`src/rtl/implication_pkg.sv`:
```
// Shared constants and parameter checking for the bounded-delay implication monitor.
package implication_pkg;

   // Largest supported window end; one pending flop per age up to this limit.
   localparam int MAX_DELAY_LIMIT = 31;

   // Default width of each per-channel failure counter.
   localparam int CNT_W_DEFAULT = 8;

   // True when the parameter set describes a legal monitor.
   function automatic bit check_params(input int channels,
                                       input int min_delay,
                                       input int max_delay,
                                       input int cnt_w);
      return (channels >= 1) &&
             (min_delay >= 0) &&
             (min_delay <= max_delay) &&
             (max_delay <= MAX_DELAY_LIMIT) &&
             (cnt_w >= 1);
   endfunction

endpackage : implication_pkg

```
`src/rtl/implication_monitor_if.sv`:
```
// Signal bundle between the observed design (master) and the implication monitor (slave).
interface implication_monitor_if
   import implication_pkg::*;
#(
   parameter int CHANNELS = 1,
   parameter int CNT_W    = CNT_W_DEFAULT
) ();

   logic                      en;
   logic [CHANNELS-1:0]       antecedent;
   logic [CHANNELS-1:0]       consequent;
   logic [CHANNELS-1:0]       pass;
   logic [CHANNELS-1:0]       fail;
   logic [CHANNELS*CNT_W-1:0] fail_count;
   logic                      error;

   // Side that produces the observed events and consumes the verdicts.
   modport master (
      output en, antecedent, consequent,
      input  pass, fail, fail_count, error
   );

   // The monitor itself.
   modport slave (
      input  en, antecedent, consequent,
      output pass, fail, fail_count, error
   );

endinterface : implication_monitor_if

```
`src/rtl/implication_channel.sv`:
```
// One channel of the implication monitor: attempt ageing, discharge, expiry and failure count.
module implication_channel
   import implication_pkg::*;
#(
   parameter int MIN_DELAY = 0,
   parameter int MAX_DELAY = 1,
   parameter int CNT_W     = CNT_W_DEFAULT
) (
   input  logic             clk,
   input  logic             rst,
   input  logic             en,
   input  logic             antecedent,
   input  logic             consequent,
   output logic             pass,
   output logic             fail,
   output logic [CNT_W-1:0] fail_count,
   output logic             expire
);

   // Bit k is an attempt of age k; bit 0 is the attempt starting this cycle.
   logic [MAX_DELAY:0] age_vec;
   logic [MAX_DELAY:0] live;
   logic [MAX_DELAY:0] dis;
   logic [MAX_DELAY:0] survive;

   if (MAX_DELAY > 0) begin : g_pend
      logic [MAX_DELAY:1] pend_q;

      // Age surviving attempts by one slot; en low has already cleared them via live.
      always_ff @(posedge clk) begin
         // NOTE: sequential state is written with <= only, so every flop samples pre-edge values.
         if (rst) begin
            pend_q <= '0;
         end else begin
            pend_q <= survive[MAX_DELAY-1:0];
         end
      end

      assign age_vec = {pend_q, antecedent};
   end else begin : g_no_pend
      // Zero-length window: every attempt resolves in the cycle it starts.
      assign age_vec = antecedent;
   end

   // Mask by enable, discharge everything in the window, flag what falls off the end.
   always_comb begin
      // NOTE: every combinational output gets a default first so no path can infer a latch.
      live    = '0;
      dis     = '0;
      survive = '0;
      live    = age_vec & {(MAX_DELAY + 1){en}};
      for (int k = 0; k <= MAX_DELAY; k++) begin
         dis[k] = live[k] & consequent & (k >= MIN_DELAY);
      end
      survive = live & ~dis;
      expire  = survive[MAX_DELAY];
   end

   // Register the verdict pulses and keep a saturating failure count.
   always_ff @(posedge clk) begin
      if (rst) begin
         pass       <= 1'b0;
         fail       <= 1'b0;
         fail_count <= '0;
      end else begin
         pass <= |dis;
         fail <= expire;
         if (expire && (fail_count != '1)) begin
            fail_count <= fail_count + CNT_W'(1);
         end
      end
   end

endmodule : implication_channel

```
`src/rtl/implication_monitor.sv`:
```
// Multi-channel checker for antecedent |-> ##[MIN_DELAY:MAX_DELAY] consequent.
module implication_monitor
   import implication_pkg::*;
#(
   parameter int CHANNELS  = 1,
   parameter int MIN_DELAY = 0,
   parameter int MAX_DELAY = 1,
   parameter int CNT_W     = CNT_W_DEFAULT
) (
   input logic                 clk,
   input logic                 rst,
   implication_monitor_if.slave bus
);

   if (!check_params(CHANNELS, MIN_DELAY, MAX_DELAY, CNT_W)) begin : g_param_check
      $error("implication_monitor: need CHANNELS>=1, 0<=MIN_DELAY<=MAX_DELAY<=31, CNT_W>=1");
   end

   logic [CHANNELS-1:0]       pass_w;
   logic [CHANNELS-1:0]       fail_w;
   logic [CHANNELS-1:0]       expire_w;
   logic [CHANNELS*CNT_W-1:0] count_w;
   logic                      error_q;

   for (genvar i = 0; i < CHANNELS; i++) begin : g_ch
      implication_channel #(
         .MIN_DELAY (MIN_DELAY),
         .MAX_DELAY (MAX_DELAY),
         .CNT_W     (CNT_W)
      ) u_channel (
         .clk        (clk),
         .rst        (rst),
         .en         (bus.en),
         .antecedent (bus.antecedent[i]),
         .consequent (bus.consequent[i]),
         .pass       (pass_w[i]),
         .fail       (fail_w[i]),
         .fail_count (count_w[i*CNT_W +: CNT_W]),
         .expire     (expire_w[i])
      );
   end

   // Sticky error rises on the same edge that registers any channel's fail pulse.
   always_ff @(posedge clk) begin
      if (rst) begin
         error_q <= 1'b0;
      end else if (|expire_w) begin
         error_q <= 1'b1;
      end
   end

   assign bus.pass       = pass_w;
   assign bus.fail       = fail_w;
   assign bus.fail_count = count_w;
   assign bus.error      = error_q;

endmodule : implication_monitor

```
`src/flat_wrapper.sv`:
```
// flat-port wrapper written by rule: the top's interface ports become plain ports
module implication_monitor_flat import implication_pkg::*;
#(
   parameter int CHANNELS  = 1,
   parameter int MIN_DELAY = 0,
   parameter int MAX_DELAY = 1,
   parameter int CNT_W     = CNT_W_DEFAULT
)
  (clk, rst, bus_en, bus_antecedent, bus_consequent, bus_pass, bus_fail, bus_fail_count, bus_error);
  implication_monitor_if #(.CHANNELS(CHANNELS), .CNT_W(CNT_W)) bus_i ();
  input logic clk;
  input logic rst;
  input wire logic [$bits(bus_i.en)-1:0] bus_en;
  input wire logic [$bits(bus_i.antecedent)-1:0] bus_antecedent;
  input wire logic [$bits(bus_i.consequent)-1:0] bus_consequent;
  output wire logic [$bits(bus_i.pass)-1:0] bus_pass;
  output wire logic [$bits(bus_i.fail)-1:0] bus_fail;
  output wire logic [$bits(bus_i.fail_count)-1:0] bus_fail_count;
  output wire logic [$bits(bus_i.error)-1:0] bus_error;
  assign bus_i.en = bus_en;
  assign bus_i.antecedent = bus_antecedent;
  assign bus_i.consequent = bus_consequent;
  assign bus_pass = bus_i.pass;
  assign bus_fail = bus_i.fail;
  assign bus_fail_count = bus_i.fail_count;
  assign bus_error = bus_i.error;
  implication_monitor #(.CHANNELS(CHANNELS), .MIN_DELAY(MIN_DELAY), .MAX_DELAY(MAX_DELAY), .CNT_W(CNT_W)) u_core (.clk(clk), .rst(rst), .bus(bus_i));
endmodule
```
`config.mk`:
```
export PLATFORM = sky130hd
export DESIGN_NAME = implication_monitor_flat
export DESIGN_NICKNAME = d
export VERILOG_FILES = /design/src/rtl/implication_pkg.sv /design/src/rtl/implication_monitor_if.sv /design/src/rtl/implication_channel.sv /design/src/rtl/implication_monitor.sv /design/src/flat_wrapper.sv
export SDC_FILE = /design/constraint.sdc
export NUM_CORES = 1
export LEC_CHECK = 0
export CAP_MARGIN = 20
export CORE_AREA = 2 2 39 41
export DETAILED_ROUTE_END_ITERATION = 12
export DIE_AREA = 0 0 41 43
export PLACE_DENSITY_LB_ADDON = 0.12
export SETUP_SLACK_MARGIN = 0.4
export SLEW_MARGIN = 30
export SYNTH_ARGS = -nofsm -noshare
export SYNTH_HDL_FRONTEND = slang
export SYNTH_HIERARCHICAL = 1
export SYNTH_SLANG_ARGS = --single-unit
```
`constraint.sdc`:
```
create_clock -name clk -period 2.2 [get_ports clk]
set_input_delay 0.55 -clock clk [delete_from_list [all_inputs] [get_ports clk]]
set_output_delay 0.55 -clock clk [all_outputs]
set_load 0.01 [all_outputs]
```
Word-level counts from Yosys, hierarchy flattened:

Cells that the tools add are included.

* input bits: 5
* output and inout port bits: 11
* register bits: 12
* logic and storage cells: 14

* eq/ne operators: 1
* bitwise logic cells: 5
* $add $sub $neg: 1
* reductions and logical operators: 2

Operator list (number)
* $add 8x1->8 const B: 1
* $ne 8x8->1 const B: 1
* $and 2x2->2: 2
* $and 1x1->1: 2
* $not 2->2: 1
* $reduce_or 2->1: 1
* $logic_and 1x1->1: 1

Longest topological paths before layout:

* depth in word-level cells: 5
* depth in mapped cells: 5
* depth with buffers taken out: 5

Hierarchy:

Netlist, hierarchy kept.

By module, submodules not included
* implication_channel: seq. area each 220.2 um^2, instances 1, cells each 55, area an instance 493.0 um^2
* implication_monitor: seq. area each 20.0 um^2, instances 1, cells each 2, area an instance 30.0 um^2

Least setup slack after synthesis:

No wires, ideal clock.

* path kind: in2reg
* start: input bus_consequent
* end: register u_core.g_ch[0].u_channel.fail_count[5]
* required time: 2.129 ns
* setup time: 0.071 ns
* slack: 0.573 ns
* path buffers: 0
* stages: 4
* data arrival time: 1.556 ns
* cells stage by stage: nand3b_4 > or2_4 > or4_1 > a21oi_1

* word-level cells in the longest chain between the ends: 4

Ends and longest elaborated chain
* start, declared: RTL line flat_wrapper.sv:15 `input wire logic [$bits(bus_i.consequent)-1:0] bus_consequent;`
* $and 1x1->1: RTL line implication_channel.sv:53 `dis[k] = live[k] & consequent & (k >= MIN_DELAY);`
* $not 2->2: RTL line implication_channel.sv:55 `survive = live & ~dis;`
* $and 2x2->2: RTL line implication_channel.sv:55
* $logic_and 1x1->1: RTL line implication_channel.sv:68 `if (expire && (fail_count != '1)) begin`
* end signal, assigned: RTL line implication_channel.sv:69 `fail_count <= fail_count + CNT_W'(1);`
* end, declared: RTL line implication_channel.sv:16 `output logic [CNT_W-1:0] fail_count,`

Every way passes these cells.
A chain may end at the register's enable or synchronous reset.

Worst setup path after layout:

* start: register u_core.g_ch[0].u_channel.fail_count[2]
* end: output bus_fail_count[2]

RTL lines
* end, declared: RTL line flat_wrapper.sv:18 `output wire logic [$bits(bus_i.fail_count)-1:0] bus_fail_count;`

No word-level cell between the ends.

==> results.py <==
metrics = {
    "outcome": {
        "outcome": "complete, no violations",
    },
    "routing": {
        "ant_nets": 0,
        "wl_met2_um": 510,
        "dr.first_iter.drc_count": 12,
        "drtPass1Iterations": 4,
        "vias": 480,
        "route.detailed.drc": 0,
        "wl_met3_um": 41,
        "drt_wl_total_mm": 1.06,
        "top_layer": "met4",
        "drt-wirelength-per-cell_um": 11.5,
        "via_per_inst": 5.22,
        "detail_route.wirelength.met1_um": 491,
    },
    "clock_network": {
        "cts_tree": "done",
        "clock-root-buffer": "clkbuf_4",
        "cts_max_path_buffers": 2,
        "cts_buffers": 3,
        "hold_buffers": 0,
        "post_cts_buffers": 0,
        "htree_num_levels": 1,
        "worstSkewPairLatency_ns": 0.27,
        "clkTransAtPathRegs_ns": 0.08,
        "cts_sinks": 12,
    },
    "die": {
        "coreArea_um2": 1380,
        "die_w_um": 41,
        "start_util_pct": 37.8,
        "io_pins": 16,
        "dieArea_um2": 1760,
        "rows": 14,
        "chipHeight_um": 43,
    },
    "worst_setup_path": {
        "r2r-start": "u_core/g_ch[0].u_channel/fail_count[2]$_SDFFE_PP0P_",
        "critPathCaptureType": "output port",
        "max_stage_delay_ns": 0.55,
        "cp_max_fo": 7,
        "required_ns": 1.65,
        "path_depth": 1,
        "worstRegToRegCells": 4,
        "worstSetupStartpointType": "register",
        "rrSetupSlack_ns": 0.76,
        "cp_data_arrival_time_ns": 1.20,
        "cp_slowest_cell": "clkdlybuf4s50_1",
        "reg2reg_to": "u_core/g_ch[0].u_channel/fail_count[5]$_SDFFE_PP0P_",
        "path_delay_family": "buffers and inverters",
        "critPathKind": "reg2out",
        "crit_chain": "clkdlybuf4s50_1",
        "critical_path_buf_inv_count": 1,
    },
    "power_and_ir_drop": {
        "p_leak_nw": 0.363,
        "p_int_mw": 0.328,
        "switchingPower_mw": 0.0825,
        "peakVddDrop_mv": 0.300,
        "seqPwrFrac_pct": 53.1,
        "sw_frac_of_total_pct": 20.1,
        "power.density_nw_per_um2": 547,
        "pwr-share-clk_pct": 42.4,
        "finalPower_mw": 0.411,
        "pwr-share-comb_pct": 4.5,
    },
    "placement": {
        "dpl.cell_count": 88,
        "dp_hpwl_um": 746,
        "gp_congestion": 0.722,
        "port_buffers": 15,
        "placed_area_um2": 697,
    },
    "logic_synthesis": {
        "ys_warn_count": 6,
        "avgSynthCellArea_um2": 9.18,
        "synth-xor-area-share_pct": 3.35,
        "synth.area.mux_share_pct": 3.83,
        "syn_nets": 63,
        "syn_inst": 57,
        "ys_types": 26,
        "synth_top_family_by_area": "simple AND/OR/NAND/NOR gates",
        "synth_seq_cells": 12,
        "synth-compound-area-share_pct": 14.8,
        "synthAdderAreaFrac_pct": 2.39,
        "yosysSeqAreaShare_pct": 45.9,
        "yosys.area_share.simple_pct": 27.5,
        "netlist_area_um2": 523,
    },
    "min_path": {
        "hold_end": "u_core/bus.error$_SDFFE_PP0P_",
        "hold_start": "u_core/bus.error$_SDFFE_PP0P_",
        "min_path_type": "reg2reg",
        "hold_depth": 1,
    },
    "global_route": {
        "grt_pass1_vias": 410,
        "grt-ovfl-total": 0,
        "track_usage_pct": 15.5,
        "grt_max_degree": 13,
        "grt_pass1_wl_mm": 1.74,
        "antenna_found_initial": 0,
    },
    "timing": {
        "timing.hold.ws_ns": 0.481,
        "hold_violations": 0,
        "worstMarginPinSlew_ns": 0.405,
        "max_freq_ghz": 0.571,
        "fin_tns_setup_ns": 0,
        "setup_viol": 0,
        "slew_headroom_pct": 72.9,
        "finalCritPeriodShare_pct": 79.6,
        "clock_skew_ns": 0.00643,
        "slew_violations": 0,
        "rsz0062_at_grt": "no",
        "fin_crit_ns": 1.75,
    },
    "finish": {
        "final-seq-area_um2": 250,
        "final_common_cell": "clkdlybuf4s50_1",
        "diodes": 0,
        "multi_input_area_um2": 272,
        "fin_cells": 92,
        "synthToLayoutAreaGrowth_pct": 43.5,
        "fin_nets": 83,
        "most-common-layout-cells": "clkdlybuf4s50_1 (9), nor2_1 (7), dfxtp_1 (6), dfxtp_2 (5)",
        "drive_gt1_share_pct": 17.1,
        "nFillCells": 132,
        "final_cell_area_um2": 751,
    },
    "flow_run": {
        "drv_cap": 0,
    },
}
## per-layer routing
metal	vias up	global-route usage, %
met4	0	12.0
li1	248	-
met2	10	20.0
met1	220	19.3
met3	2	6.28
met5	-	0
## power by group through the flow
stage	Sequential, mW	Combinational, mW	Clock, mW
after floorplan	0.225	0.00733	0
after global placement	0.225	0.0200	0
after detailed placement	0.225	0.0199	0
after CTS	0.220	0.0188	0.181
after global routing	0.219	0.0204	0.190
final	0.218	0.0185	0.174
## synthesized netlist by cell type
library cell	n	area, um^2
dfxtp_1	12	240
nor2_1	7	26.3
a21oi_1	4	20.0
nand2_1	4	15.0
nand3_1	4	20.0
nor3_1	3	15.0
inv_1	2	7.51
mux2i_1	2	20.0
o21ai_0	2	10.0
a211oi_1	1	7.51
a311oi_1	1	8.76
a31oi_1	1	6.26
and4_1	1	8.76
clkbuf_1	1	3.75
ha_1	1	12.5
nand3b_4	1	20.0
nand4_1	1	6.26
nor4bb_1	1	10.0
o21a_1	1	7.51
o21ba_1	1	10.0
o31ai_1	1	7.51
or2_4	1	8.76
or3_1	1	6.26
or4_1	1	7.51
xnor2_1	1	8.76
xor2_1	1	8.76
## through the flow
stage               setup WS [ns]  util, %
floorplan                   0.573        -
global placement            0.106     50.4
detailed placement         0.0894     50.4
CTS                         0.405     53.3
global route                0.401     54.2
finish                      0.449     54.2
## registers in the layout, summed over array words and instances, names as in the netlist
register,count
u_core/bus.error,1
u_core/g_ch.u_channel/g_pend.pend_q,1
u_core/g_ch.u_channel/pass,1
u_core/g_ch.u_channel/fail_count,8
u_core/g_ch.u_channel/fail,1
## layout make-up
cell class	count	share of cell area, %
clock buffers	4	4.83
well taps	16	2.67
repair buffers	16	22.0
inverters	2	1.00
flip-flops and latches	12	33.3
multi-input cells	42	36.2
## logic make-up after synthesis
logic type / after synthesis
simple gates: 25
compound gates: 12
flops: 12
buf+inv: 3
xor+xnor: 2
mux: 2
fa+ha+maj: 1
## worst max path at each step
| stage | startpoint | endpoint |
|---|---|---|
| 2_1_floorplan | bus_consequent | u_core/g_ch[0].u_channel/fail_count[5]$_SDFFE_PP0P_ |
| 3_3_place_gp | bus_en | u_core/g_ch[0].u_channel/fail_count[5]$_SDFFE_PP0P_ |
| 3_5_place_dp | bus_en | u_core/g_ch[0].u_channel/fail_count[5]$_SDFFE_PP0P_ |
| 4_1_cts | u_core/g_ch[0].u_channel/fail_count[0]$_SDFFE_PP0P_ | bus_fail_count[0] |
| 5_1_grt | u_core/g_ch[0].u_channel/fail_count[7]$_SDFFE_PP0P_ | bus_fail_count[7] |
| 6_report | u_core/g_ch[0].u_channel/fail_count[2]$_SDFFE_PP0P_ | bus_fail_count[2] |
## repair_timing
item                                    4_1_cts  5_1_grt
pin swaps                                     1        0
resized for setup                             7        6
endpoints found under the setup margin        6        6
Note: power is estimated with default switching activity, not from simulation.
